==> src/rtl/latch_phase_sequencer_pkg.sv <==
// Shared definitions for the two-phase latch clock sequencer.
// Holds the sequencer state encoding and the default field widths.
// No ports; imported by latch_phase_sequencer and phase_timer.
package latch_phase_sequencer_pkg;

  localparam int CNT_W_DEF   = 4;
  localparam int BURST_W_DEF = 8;

  typedef enum logic [2:0] {
    ST_IDLE = 3'd0,
    ST_PH1  = 3'd1,
    ST_GAP1 = 3'd2,
    ST_PH2  = 3'd3,
    ST_GAP2 = 3'd4
  } state_t;

endpackage

==> src/rtl/latch_phase_sequencer_phase_timer.sv <==
// phase_timer: loadable down-counter timing one sequencer state.
// Ports: clk/rst (sync, active-high), load + load_val reload the count,
//        tc is high while the count is zero (last cycle of the state).
module phase_timer
  import latch_phase_sequencer_pkg::*;
#(
  parameter int CNT_W = CNT_W_DEF
) (
  input  logic             clk,
  input  logic             rst,
  input  logic             load,
  input  logic [CNT_W-1:0] load_val,
  output logic             tc
);

  logic [CNT_W-1:0] cnt;

  // A state of length d is loaded with d-1, so tc is seen on its d-th cycle.
  always_ff @(posedge clk) begin
    if (rst) begin
      cnt <= '0;
    end else if (load) begin
      cnt <= load_val;
    end else if (cnt != '0) begin
      cnt <= cnt - 1'b1;
    end
  end

  assign tc = (cnt == '0);

endmodule

==> src/rtl/latch_phase_sequencer.sv <==
// latch_phase_sequencer: generates non-overlapping phi1/phi2 latch enables
// in bursts of transfers (PH1, GAP1, PH2, GAP2 per transfer).
// Ports: clk, rst (sync active-high); start, stop, ph_width, gap_width,
//        burst_len in; phi1, phi2, busy, done, xfer_cnt out (all registered).
module latch_phase_sequencer
  import latch_phase_sequencer_pkg::*;
#(
  parameter int CNT_W   = CNT_W_DEF,
  parameter int BURST_W = BURST_W_DEF
) (
  input  logic               clk,
  input  logic               rst,
  input  logic               start,
  input  logic               stop,
  input  logic [CNT_W-1:0]   ph_width,
  input  logic [CNT_W-1:0]   gap_width,
  input  logic [BURST_W-1:0] burst_len,
  output logic               phi1,
  output logic               phi2,
  output logic               busy,
  output logic               done,
  output logic [BURST_W-1:0] xfer_cnt
);

  state_t             state;
  logic [CNT_W-1:0]   cfg_ph;
  logic [CNT_W-1:0]   cfg_gap;
  logic [BURST_W-1:0] cfg_burst;
  logic               stop_pend;
  logic               tc;
  logic               load;
  logic [CNT_W-1:0]   load_val;
  logic [BURST_W-1:0] next_cnt;
  logic               burst_end;

  // Timer reload value: a width of 0 behaves as 1, and the count runs d-1..0.
  function automatic logic [CNT_W-1:0] dur_m1(input logic [CNT_W-1:0] w);
    return (w == '0) ? '0 : w - 1'b1;
  endfunction

  assign next_cnt  = xfer_cnt + BURST_W'(1);
  // A stop raised in the final GAP2 cycle still ends this transfer.
  assign burst_end = ((cfg_burst != '0) && (next_cnt == cfg_burst)) || stop_pend || stop;

  // Timer reload accompanies every state entry.
  always_comb begin
    load     = 1'b0;
    load_val = '0;
    case (state)
      ST_IDLE: if (start) begin
        load     = 1'b1;
        load_val = dur_m1(ph_width);
      end
      ST_PH1: if (tc) begin
        load     = 1'b1;
        load_val = dur_m1(cfg_gap);
      end
      ST_GAP1: if (tc) begin
        load     = 1'b1;
        load_val = dur_m1(cfg_ph);
      end
      ST_PH2: if (tc) begin
        load     = 1'b1;
        load_val = dur_m1(cfg_gap);
      end
      ST_GAP2: if (tc && !burst_end) begin
        load     = 1'b1;
        load_val = dur_m1(cfg_ph);
      end
      default: begin
        load     = 1'b0;
        load_val = '0;
      end
    endcase
  end

  phase_timer #(.CNT_W(CNT_W)) u_timer (
    .clk      (clk),
    .rst      (rst),
    .load     (load),
    .load_val (load_val),
    .tc       (tc)
  );

  // Outputs are set from the next state so they line up with the state register.
  always_ff @(posedge clk) begin
    if (rst) begin
      state     <= ST_IDLE;
      phi1      <= 1'b0;
      phi2      <= 1'b0;
      busy      <= 1'b0;
      done      <= 1'b0;
      xfer_cnt  <= '0;
      stop_pend <= 1'b0;
      cfg_ph    <= '0;
      cfg_gap   <= '0;
      cfg_burst <= '0;
    end else begin
      done <= 1'b0;
      if (state != ST_IDLE && stop) begin
        stop_pend <= 1'b1;
      end
      case (state)
        ST_IDLE: if (start) begin
          cfg_ph    <= ph_width;
          cfg_gap   <= gap_width;
          cfg_burst <= burst_len;
          xfer_cnt  <= '0;
          stop_pend <= stop;
          state     <= ST_PH1;
          phi1      <= 1'b1;
          busy      <= 1'b1;
        end
        ST_PH1: if (tc) begin
          state <= ST_GAP1;
          phi1  <= 1'b0;
        end
        ST_GAP1: if (tc) begin
          state <= ST_PH2;
          phi2  <= 1'b1;
        end
        ST_PH2: if (tc) begin
          state <= ST_GAP2;
          phi2  <= 1'b0;
        end
        ST_GAP2: if (tc) begin
          xfer_cnt <= next_cnt;
          if (burst_end) begin
            state     <= ST_IDLE;
            busy      <= 1'b0;
            done      <= 1'b1;
            stop_pend <= 1'b0;
          end else begin
            state <= ST_PH1;
            phi1  <= 1'b1;
          end
        end
        default: begin
          state <= ST_IDLE;
          phi1  <= 1'b0;
          phi2  <= 1'b0;
          busy  <= 1'b0;
        end
      endcase
    end
  end

endmodule

==> config.mk <==
export PLATFORM = sky130hd
export DESIGN_NAME = latch_phase_sequencer
export DESIGN_NICKNAME = d
export VERILOG_FILES = /design/src/rtl/latch_phase_sequencer_pkg.sv /design/src/rtl/latch_phase_sequencer_phase_timer.sv /design/src/rtl/latch_phase_sequencer.sv
export SDC_FILE = /design/constraint.sdc
export NUM_CORES = 1
export LEC_CHECK = 0
export CAP_MARGIN = 20
export CORE_MARGIN = 2
export CORE_UTILIZATION = 35
export DETAILED_ROUTE_END_ITERATION = 10
export GPL_TIMING_DRIVEN = 0
export RECOVER_POWER = 25
export SETUP_SLACK_MARGIN = 0.4
export SLEW_MARGIN = 30
export SYNTH_ARGS = -nofsm -noshare
export SYNTH_HDL_FRONTEND = slang
export SYNTH_SLANG_ARGS = --single-unit
==> constraint.sdc <==
create_clock -name clk -period 3.95 [get_ports clk]
set_input_delay 0.5925 -clock clk [delete_from_list [all_inputs] [get_ports clk]]
set_output_delay 0.5925 -clock clk [all_outputs]
set_load 0.01 [all_outputs]
Yosys cells after proc, flatten, opt, wreduce, memory -nomap -nowiden

Index checks and enable logic that the tools add are counted.

Output and inout port bits: 12
Flip-flop bits (word level): 36
ROM bits: 0
Bits in writable memories: 0
Bits in latches: 0
Input port bits: 20
Logic and storage cells: 100
Memories kept: 0

Divide/modulo/power cells: 0
Multiplexer cells: 40
Shifts and indexed selects: 0
Bitwise logic cells: 5
Reduce and logical (&&, ||, !) cells: 27
Magnitude comparators: 0
$add $sub $neg: 5
Equality and inequality tests: 12
Multiply operators: 0

Operators by type and width:

| kind                                             | number |
|---|---|
| two-way mux 4 bit                                | 9 |
| logical NOT 4 bit                                | 4 |
| two-way mux 1 bit                                | 16 |
| two-way mux 8 bit                                | 2 |
| case mux 4 bit (4 select lines)                  | 1 |
| case mux 8 bit (2 select lines)                  | 1 |
| subtractor 4 x 1 -> 4 bit, second input constant | 4 |
| two-way mux 3 bit                                | 5 |
| case mux 3 bit (5 select lines)                  | 1 |
| != test 2 bit, second input constant             | 7 |
| AND reduction 5 bit                              | 2 |
| case mux 1 bit (3 select lines)                  | 3 |
| OR reduction 3 bit                               | 3 |
| adder 8 x 1 -> 8 bit, second input constant      | 1 |
| == test 8 bit                                    | 1 |
| nonzero test 8 bit                               | 1 |
| == test 3 x 2 -> 1 bit, second input constant    | 2 |
| AND reduction 3 bit                              | 2 |
| NOT 1 bit                                        | 5 |
| case mux 1 bit (4 select lines)                  | 1 |
| AND reduction 4 bit                              | 1 |
| nonzero test 2 bit                               | 2 |
| nonzero test 4 bit                               | 1 |
| OR reduction 2 bit                               | 2 |
| other kinds (9)                                  | 12 |

Longest topological paths before layout

Gate-level depths: netlist of run 1.

Depth after elaboration: 10
Gate-level depth with buffers: 9
Mapped depth without buffers: 9

By module

From an unflattened synthesis of run 1, not the netlist that was laid out.

Cells, all modules: 276
Area, all modules: 2099.5 µm²

Modules (own cells, without submodules):

| module                | instances | sequential area each (µm²) | area an instance (µm²) | cells an instance |
|---|---|---|---|---|
| latch_phase_sequencer | 1         | 640.6                      | 1870.5                 | 252 |
| phase_timer           | 1         | 80.1                       | 229.0                  | 24 |

Worst setup path before layout of run 1

No wires, ideal clock.

Kind: register -> register
Start: register xfer_cnt[0]
End: register u_timer.cnt[1]
Stages on the path, launching flop included: 9
Library setup time: 0.074 ns
Data arrival time: 2.246 ns
Setup slack: 1.630 ns
Required time: 3.876 ns
Path buffers: 0
Period minus slack after synthesis: 2.320 ns
Path through: dfxtp_1 -> ha_1 -> nor2b_1 -> or3_1 -> a21oi_1 -> a41oi_1 -> o311a_4 -> or3_1 -> a31oi_1

Word-level cells in the longest chain between the ends: 10
Elaborated cells between the ends (all ways): 13
Those cells by class: 1 x add/sub; 1 x eq/ne; 5 x mux; 6 x reduce/logical

Ends and longest elaborated chain:

| item                                                                               | RTL line                                | text |
|---|---|---|
| from (decl)                                                                        | latch_phase_sequencer.sv:22             | `output logic [BURST_W-1:0] xfer_cnt` |
| from (signal assigned)                                                             | latch_phase_sequencer.sv:127            | `xfer_cnt <= next_cnt;` |
| adder 8 x 1 -> 8 bit *                                                             | latch_phase_sequencer.sv:41             | `assign next_cnt = xfer_cnt + BURST_W'(1);` |
| == test 8 bit *                                                                    | latch_phase_sequencer.sv:43             | `assign burst_end = ((cfg_burst != '0) && (next_cnt == cfg_burst)) \|\| stop_pend \|\| stop;` |
| logical AND 1 bit *                                                                | latch_phase_sequencer.sv:43             |  |
| logical OR 1 bit * (2 in series)                                                   | latch_phase_sequencer.sv:43             |  |
| logical NOT 1 bit *                                                                | latch_phase_sequencer.sv:66             | `ST_GAP2: if (tc && !burst_end) begin` |
| logical AND 1 bit *                                                                | latch_phase_sequencer.sv:66             |  |
| two-way mux 4 bit or two-way mux 1 bit (tied branches)                             | latch_phase_sequencer.sv:66             |  |
| case mux 4 bit (4 select lines) or case mux 1 bit (3 select lines) (tied branches) | latch_phase_sequencer.sv:49             | `case (state)` |
| two-way mux 4 bit or nonzero test 2 bit (tied branches)                            | -                                       |  |
| to (signal assigned)                                                               | latch_phase_sequencer_phase_timer.sv:23 | `cnt <= load_val;` |
| to (signal assigned)                                                               | latch_phase_sequencer_phase_timer.sv:25 | `cnt <= cnt - 1'b1;` |
| to (decl)                                                                          | latch_phase_sequencer_phase_timer.sv:16 | `logic [CNT_W-1:0] cnt;` |

Every way passes the cells marked *; elsewhere a longest branch is shown, timed or not.
A chain may end at the register's enable or synchronous reset.

Worst setup path after layout of run 1

Start: register u_timer.cnt[0]
End: register xfer_cnt[5]

Word-level cells in the longest chain between the ends: 3

Ends and longest elaborated chain:

| item                          | RTL line                                | text |
|---|---|---|
| logical NOT 4 bit             | latch_phase_sequencer_phase_timer.sv:29 | `assign tc = (cnt == '0);` |
| != test 2 bit (no line)       | -                                       |  |
| AND reduction 3 bit (no line) | -                                       |  |

No other way between the ends.

==> results of run 1 <==
## layout make-up
cell class	count	area [um2]	share of cell area (%)
Sequential cell	36	721	27.4
Clock inverter	3	23.8	0.903
Clock buffer	5	68.8	2.61
Timing Repair Buffer	30	300	11.4
Tap cell	75	93.8	3.56
Multi-Input combinational cell	221	1310	49.8
Buffer	16	70.1	2.66
Inverter	12	45.0	1.71
## routing by layer
metal  vias up  share of wire (%)  global-route usage, %
li1       1075                  -                      -
met1       941                 49                   22.0
met5         -                  0                      0
met2        50                 45                   24.8
met3         2                4.9                   4.46
met4         0               0.78                   5.83
## worst max-delay path by stage
| stage | from | endpoint | slack, ns | cells after the start |
|---|---|---|---|---|
| floorplan | xfer_cnt[0] | u_timer.cnt[1] | 1.63 | 8 |
| global placement | start | xfer_cnt[5] | 1.19 | 7 |
| detailed placement | start | u_timer.cnt[2] | 1.19 | 8 |
| CTS | xfer_cnt[0] | u_timer.cnt[1] | 1.43 | 8 |
| global route | u_timer.cnt[0] | xfer_cnt[5] | 0.72 | 9 |
| finish | u_timer.cnt[0] | xfer_cnt[5] | 1.10 | 9 |
## logic make-up after synthesis
family                   after synthesis  share of synthesized area, %
AO/OA/AOI/OAI                         82                          23.9
XOR/XNOR                              17                          7.27
AND/OR/NAND/NOR                      111                          23.9
adder cells (fa/ha/maj)                8                          4.65
buffers and inverters                 28                          5.35
flip-flops                            36                          33.5
multiplexers                           3                          1.45
## metrics by stage
step | hold slack (ns) | area, um2 | std cells
detailed placement | 0.469 | 2540 | 390
floorplan | 0.449 | 2150 | 285
CTS | 0.480 | 2640 | 398
global placement | 0.466 | 2540 | 390
finish | 0.477 | 2630 | 398
global route | 0.503 | 2630 | 398
## power by group through the flow
stage	logic, mW	registers [mW]	clock network [mW]
detailed placement	0.593	0.499	0
finish	0.588	0.488	0.272
CTS	0.597	0.490	0.283
global placement	0.588	0.497	0
floorplan	0.444	0.489	0
global route	0.660	0.497	0.295
## layout by cell type (no fill, tap or decap), drive strengths merged, types with 7 or more instances in the layout
master         count
nand2             43
a21oi             38
dfxtp             36
nor2              28
clkdlybuf4s50     19
clkbuf            17
inv               12
o21ai             12
dlygate4sd3       11
xnor2             11
nor3              10
ha                 8
o211ai             7
## worst min-delay path, cell delays in order, from the launching register on
cell and delay [ns]:
dfxtp_1 0.33, nand2_1 0.06, a21oi_1 0.05
## sequential cells by signal (all words and copies together), names as in the netlist
signal	cells
cfg_gap	4
busy	1
phi1	1
state	3
phi2	1
xfer_cnt	8
u_timer.cnt	4
done	1
cfg_burst	8
stop_pend	1
cfg_ph	4
==> results_dict.tcl, run 1 <==
set metrics [dict create \
    crit_chain "inv_1, ha_1, nor3b_1, nand2_1, nor2_1, nor2_1, a21o_1, a21oi_1, nor2_1" \
    worst_setup_path_end_kind "flip-flop" \
    crit_arrival_ns 3.01 \
    power_leakage_nw 0.975 \
    rsz0062_at_grt "false" \
    utilization_pct 44.5 \
    ff2ff_path_depth 9 \
    drt_first_iter_violations 183 \
    grt_max_degree 14 \
    power_frac_seq_pct 36.2 \
    max_stage_delay_ns 0.95 \
    synth_flop_cell "dfxtp_1" \
    cp_top_family "simple AND/OR/NAND/NOR gates" \
    clock.fmax_ghz 0.351 \
    die-height_um 82.4 \
    cp_slowest_cell "nor3b_1" \
    path_buf_inv 1 \
    n_fill_cell 613 \
    cp_max_fo 10 \
    path_class "flip-flop to flip-flop" \
    drtAntennaViolNets 0 \
    syn_nets 313 \
    routed_wl_um 5230 \
    hold_viol 0 \
    postCtsSetupRepairBufs 0 \
    setup_violations 0 \
    drive_gt1_share_pct 5.26 \
    synth_cell_type_count 48 \
    avgViaCountPerCell 5.20 \
    post-dp-hpwl_um 3950 \
    netlist_instances 285 \
    h-tree-depth 2 \
    grt-ovfl-total 0 \
    ys_seq_area_share_pct 33.5 \
    pin_count 32 \
    avgSynthCellArea_um2 7.55 \
    synth_top_area_share_pct 33.5 \
    gp_congestion 0.810 \
    intPower_mw 0.807 \
    vias 2068 \
    synthArstFlopShare_pct 0 \
    post_cts_resized 0 \
    finalClockSkew_ns 0.00582 \
    clk_pin_slew_ns 0.08 \
    clk_latency_ns 0.29 \
    synth.area.top_cells "dfxtp_1, a21oi_1, nand2_1" \
    outcome "complete, no violations" \
    slew_viol_final 0 \
    power_frac_comb_pct 43.6 \
    critPathRequiredTime_ns 4.11 \
    drc 0 \
    min_to "cfg_ph[1]" \
    synth-seq-cells 36 \
    cts_hold_buf 0 \
    grtUsageTotal_pct 16.3 \
    tns_ns 0 \
    power_switching_mw 0.541 \
    synth_edf_count 0 \
    initial_core_util_pct 36.3 \
    finalCritPeriodShare_pct 72.2 \
    worst_pin_slew_ns 1.16 \
    cts_tree "yes" \
    ctsRootBufferMaster "clkbuf_8" \
    min_path_cells 2 \
    rows 28 \
    hp-class "flip-flop to flip-flop" \
    yosysMostFrequentCell "nand2_1" \
    ff2ff_setup_slack_ns 1.10 \
    netlist_top_cells_count "nand2_1, a21oi_1, dfxtp_1" \
    wl_per_cell_um 13.1 \
    design.core.area_um2 5920 \
    grt_pass1_vias 1820 \
    drtPass1Iterations 4 \
    power_frac_clock_pct 20.2 \
    ir_drop_v 0.000199 \
    power_density_nw_per_um2 512 \
    antenna_found_initial 0 \
    swShare_pct 40.1 \
    area_growth_pct 22.4 \
    maxCapViolCount 0 \
    die_w_um 82.4 \
    p_total_mw 1.35 \
    timing.rr.start "u_timer.cnt[0]" \
    r2r_end "xfer_cnt[5]" \
    clockBufferDepth 2 \
    cts_made_buffers 5 \
    dieArea_um2 6790 \
    relSlewSlack_pct 22.6 \
    synth_area_um2 2150 \
    layout_setup_ws_ns 1.10 \
    pre_cts_ws_ns 1.19 \
    clock-sinks 36 \
    worstSetupStartpointType "flip-flop" \
    yosysTopAreaCell "dfxtp_1" \
    min_from "cfg_ph[1]" \
    finalNetCount 350 \
    ys_warn_count 0 \
    fin_crit_ns 2.85 \
    grt_pass1_wl_um 8450 \
    numPortBuffers 30 \
    crit_top_cell "nor2_1" \
    num_antenna_cells 0 \
]
Power figures use the tool's default switching activity.
==> run 2: changes to the inputs <==
==> constraint.sdc (replaced) <==
create_clock -name clk -period 2.5 [get_ports clk]
set_input_delay 0.375 -clock clk [delete_from_list [all_inputs] [get_ports clk]]
set_output_delay 0.375 -clock clk [all_outputs]
set_load 0.01 [all_outputs]
==> run 2 against run 1 <==
  * Die area stayed put
  * Maximum frequency up 27%
  * Clock-buffer cell count unchanged
  * Routed wire length grew 7.2%
  * First-iteration DRC count decreased by 22%
  * Clock skew grew 0.0018 ns
  * Largest cell class unchanged
==> results_dict.tcl, run 2 (synthesis results as in run 1) <==
set metrics [dict create \
    outcome "complete, no violations" \
    power_leakage_nw 1.09 \
    initial_core_util_pct 36.3 \
    numPortBuffers 30 \
    final_area_um2 2890 \
    worst_pin_slew_ns 0.578 \
    path_class "flip-flop to flip-flop" \
    layout_setup_ws_ns 0.264 \
    tns_ns 0 \
    grt_pass1_vias 1905 \
    clockBufferDepth 2 \
    clk_latency_ns 0.30 \
    cts_hold_buf 0 \
    worst_setup_path_end_kind "flip-flop" \
    drtPass1Iterations 4 \
    finalClockSkew_ns 0.00757 \
    dpl_cell_area_um2 2550 \
    crit_arrival_ns 2.45 \
    setup_violations 0 \
    ff2ff_path_depth 8 \
    relSlewSlack_pct 61.5 \
    finalCritPeriodShare_pct 89.4 \
    n_fill_cell 592 \
    pin_count 32 \
    hold_ws_ns 0.479 \
    layout_commonest_cell "nand2_1" \
    dieArea_um2 6790 \
    cts_made_buffers 5 \
    min_path_cells 2 \
    grtUsageTotal_pct 17.5 \
    grt_pass1_wl_um 8990 \
    worstSetupStartpointType "flip-flop" \
    rsz0062_at_grt "true" \
    avgViaCountPerCell 5.21 \
    routed_wl_um 5610 \
    cp_max_fo 5 \
    finalNetCount 363 \
    clk_pin_slew_ns 0.09 \
    post-dp-hpwl_um 3890 \
    ff2ff_setup_slack_ns 0.26 \
    hold_viol 0 \
    grt-ovfl-total 0 \
    num_antenna_cells 0 \
    drc 0 \
    design.core.area_um2 5920 \
    drt_first_iter_violations 143 \
    wl_per_cell_um 13.6 \
    area_growth_pct 34.2 \
    h-tree-depth 2 \
    power_density_nw_per_um2 833 \
    die-height_um 82.4 \
    vias 2141 \
    ctsRootBufferMaster "clkbuf_8" \
    antenna_found_initial 0 \
    ir_drop_v 0.000330 \
    hp-class "input port to flip-flop" \
    rows 28 \
    pre_cts_ws_ns 0.0106 \
    drive_gt1_share_pct 15.5 \
    fin_crit_ns 2.24 \
    clock-sinks 36 \
    grt_max_degree 14 \
    clock.fmax_ghz 0.447 \
    cts_tree "yes" \
    critPathRequiredTime_ns 2.72 \
    drtAntennaViolNets 0 \
    gp_congestion 0.811 \
    slew_viol_final 0 \
    die_w_um 82.4 \
    top_regs "cfg_burst x8, xfer_cnt x8" \
    maxCapViolCount 0 \
    final_cell_mix "nand2_1, a21oi_1, dfxtp_1" \
]
==> run 2: repair_timing <==
item / 4_1_cts / 5_1_grt
setup buffers: 10 / 2
resized for setup: 13 / 20
pin swaps: 8 / 5
gates cloned: 1 / 0
endpoints found under the setup margin: 24 / 26
==> run 2: path summary, 6_finish.rpt <==
kind,to,from
hold / removal,u_timer.cnt[3],rst
hold reg to reg,phi2,phi2
setup reg to reg,u_timer.cnt[0],xfer_cnt[1]
setup / recovery,u_timer.cnt[0],xfer_cnt[1]
==> run 2: report_power, final <==
group / switching (mW) / total [mW] / internal [mW]
Combinational: 0.592 / 1.08 / 0.483
Clock: 0.243 / 0.545 / 0.302
Sequential: 0.109 / 0.786 / 0.676
==> run 2: worst max-delay path, cell delays in order (launching register included) <==
cell	delay [ns]
dfxtp_4	0.37
and2_4	0.15
buf_6	0.12
xnor2_1	0.11
o32a_1	0.28
o211a_1	0.23
o311a_4	0.40
or3_1	0.32
a31oi_1	0.17
==> run 2: final cells by class <==
type                    count  area [um2]  share of cell area, %
plain buffers              16        78.8                   2.73
clock buffers               5        68.8                   2.38
clock inverters             3        45.0                   1.56
inverters                  12        45.0                   1.56
multi-input cells         222        1440                   49.8
flip-flops and latches     36         728                   25.2
well taps                  75        93.8                   3.25
repair buffers             42         390                   13.5
==> run 2: routing by layer <==
layer / track usage, % / up-vias / wire length [um]
li1: - / 1104 / -
met1: 23.7 / 979 / 2780
met2: 26.6 / 50 / 2460
met3: 3.80 / 8 / 235
met4: 7.50 / 0 / 123
met5: 0 / - / 0
==> run 2: metrics by stage <==
| step | instances | total power, mW | utilization [%] |
|---|---|---|---|
| 2_1_floorplan | 285 | 1.48 | - |
| 3_3_place_gp | 390 | 1.71 | 43.2 |
| 3_5_place_dp | 390 | 1.72 | 43.2 |
| 4_1_cts | 409 | 2.37 | 47.6 |
| 5_1_grt | 411 | 2.58 | 48.8 |
| 6_report | 411 | 2.41 | 48.8 |
==> run 3: changes to the inputs <==
--- a/config.mk
+++ b/config.mk
@@ -10,6 +10,7 @@
 export CORE_UTILIZATION = 35
 export DETAILED_ROUTE_END_ITERATION = 10
 export GPL_TIMING_DRIVEN = 0
+export MAX_ROUTING_LAYER = met4
 export RECOVER_POWER = 25
 export SETUP_SLACK_MARGIN = 0.4
 export SLEW_MARGIN = 30
==> constraint.sdc (replaced) <==
create_clock -name clk -period 2.4 [get_ports clk]
set_input_delay 0.36 -clock clk [delete_from_list [all_inputs] [get_ports clk]]
set_output_delay 0.36 -clock clk [all_outputs]
set_load 0.01 [all_outputs]
==> run 3 against run 2 <==
  * Routed wire length down 1.9%
  * First-iteration DRC count down 1.4%
  * Clock skew down 0.0043 ns
  * Via count up 0.61%
  * Clock power down 8.1%
  * Utilization up 0.19 points
  * Non-clock buffer count up 4
  * Combinational power up 9%
  * Total power up 3.8%
  * Sequential share of layout area down 0.055 points
  * Highest routed layer unchanged
==> results_dict.tcl, run 3 (synthesis results as in run 1) <==
set metrics [dict create \
    final_cell_mix "nand2_1, a21oi_1, dfxtp_1" \
    antenna_found_initial 0 \
    cp_max_fo 7 \
    utilization_pct 48.9 \
    grt-ovfl-total 0 \
    fin_crit_ns 2.24 \
    grt_max_degree 13 \
    ff2ff_setup_slack_ns 0.16 \
    hold_ws_ns 0.479 \
    seq_area_um2 729 \
    drive_gt1_share_pct 16.2 \
    worst_pin_slew_ns 0.582 \
    finalNetCount 366 \
    relSlewSlack_pct 61.2 \
    outcome "complete, no violations" \
    worst_setup_path_end_kind "flip-flop" \
    drt_first_iter_violations 141 \
    hold_viol 0 \
    dp_cells 390 \
    worstSetupStartpointType "flip-flop" \
    cts_tree "yes" \
    gp_congestion 0.800 \
    rsz0062_at_grt "true" \
    crit_arrival_ns 2.46 \
    top_regs "cfg_burst x8, xfer_cnt x8" \
    drc 0 \
    die_w_um 82.4 \
    dieArea_um2 6790 \
    clk_latency_ns 0.29 \
    pin_count 32 \
    numPortBuffers 30 \
    layout_setup_ws_ns 0.165 \
    power_leakage_nw 1.09 \
    cts_made_buffers 5 \
    pre_cts_ws_ns -0.0763 \
    vias 2154 \
    area_growth_pct 34.7 \
    critPathRequiredTime_ns 2.62 \
    avgViaCountPerCell 5.20 \
    finalCritPeriodShare_pct 93.1 \
    setup_violations 0 \
    die-height_um 82.4 \
    h-tree-depth 2 \
    stdcell_count 414 \
    grt_pass1_wl_um 8950 \
    rows 28 \
    clock.fmax_ghz 0.447 \
    finalClockSkew_ns 0.00332 \
    maxCapViolCount 0 \
    multi_input_area_um2 1420 \
    grt_pass1_vias 1954 \
    grtUsageTotal_pct 17.8 \
    hp-class "flip-flop to flip-flop" \
    slew_viol_final 0 \
    num_antenna_cells 0 \
    clock-sinks 36 \
    ctsRootBufferMaster "clkbuf_8" \
    clk_pin_slew_ns 0.08 \
    initial_core_util_pct 36.3 \
    n_fill_cell 602 \
    layout_commonest_cell "nand2_1" \
    p_total_mw 2.50 \
    path_class "flip-flop to flip-flop" \
    design.core.area_um2 5920 \
    power_density_nw_per_um2 861 \
    drtAntennaViolNets 0 \
    ir_drop_v 0.000346 \
    routed_wl_um 5500 \
    wl_per_cell_um 13.3 \
    post-dp-hpwl_um 3910 \
    clockBufferDepth 2 \
    drtPass1Iterations 5 \
]
[run 3: worst paths after layout]
path / endpoint / cells past startpoint / start
setup / recovery: u_timer.cnt[0] / 8 / xfer_cnt[1]
hold / removal: phi2 / 2 / phi2
setup reg to reg: u_timer.cnt[0] / 8 / xfer_cnt[1]
hold reg to reg: phi2 / 2 / phi2
[run 3: timing repair]
action | in CTS | in global routing
resized for setup | 21 | 16
pin swaps | 10 | 10
hold buffers | 0 | 0
setup buffers | 13 | 3
endpoints found under the setup margin | 27 | 26
[run 3: critical path, cell delays in order (launching register included)]
cell and delay (ns):
dfxtp_4 0.36, and2_4 0.15, buf_6 0.12, xnor2_1 0.11, o32a_1 0.28, o211a_1 0.23
o311a_4 0.40, or3_1 0.33, a31oi_1 0.17
[run 3: cell type report]
class	instances	area share (%)
clock buffers	6	3.24
repair buffers	46	14.6
flip-flops and latches	36	25.2
well taps	75	3.24
inverters	12	1.55
multi-input cells	221	48.9
plain buffers	16	2.85
clock inverters	2	0.432
[run 3: metal layers]
metal | global-route usage (%) | share of wire [%] | vias up
met5 | - | 0 | -
met1 | 23.0 | 47 | 981
met4 | 7.33 | 1.2 | 0
li1 | - | - | 1101
met3 | 3.80 | 5.7 | 5
met2 | 27.0 | 46 | 67
[run 3: where the power goes]
group / switching, mW / total [mW] / internal (mW)
clock network: 0.235 / 0.501 / 0.266
registers: 0.113 / 0.818 / 0.705
logic: 0.625 / 1.18 / 0.553
[run 3: per-stage QoR]
step	TNS [ns]	instance area [um2]
after global placement	-0.162	2560
final	0	2900
after floorplan	0	2160
after global routing	0	2900
after detailed placement	-0.146	2560
after CTS	0	2840
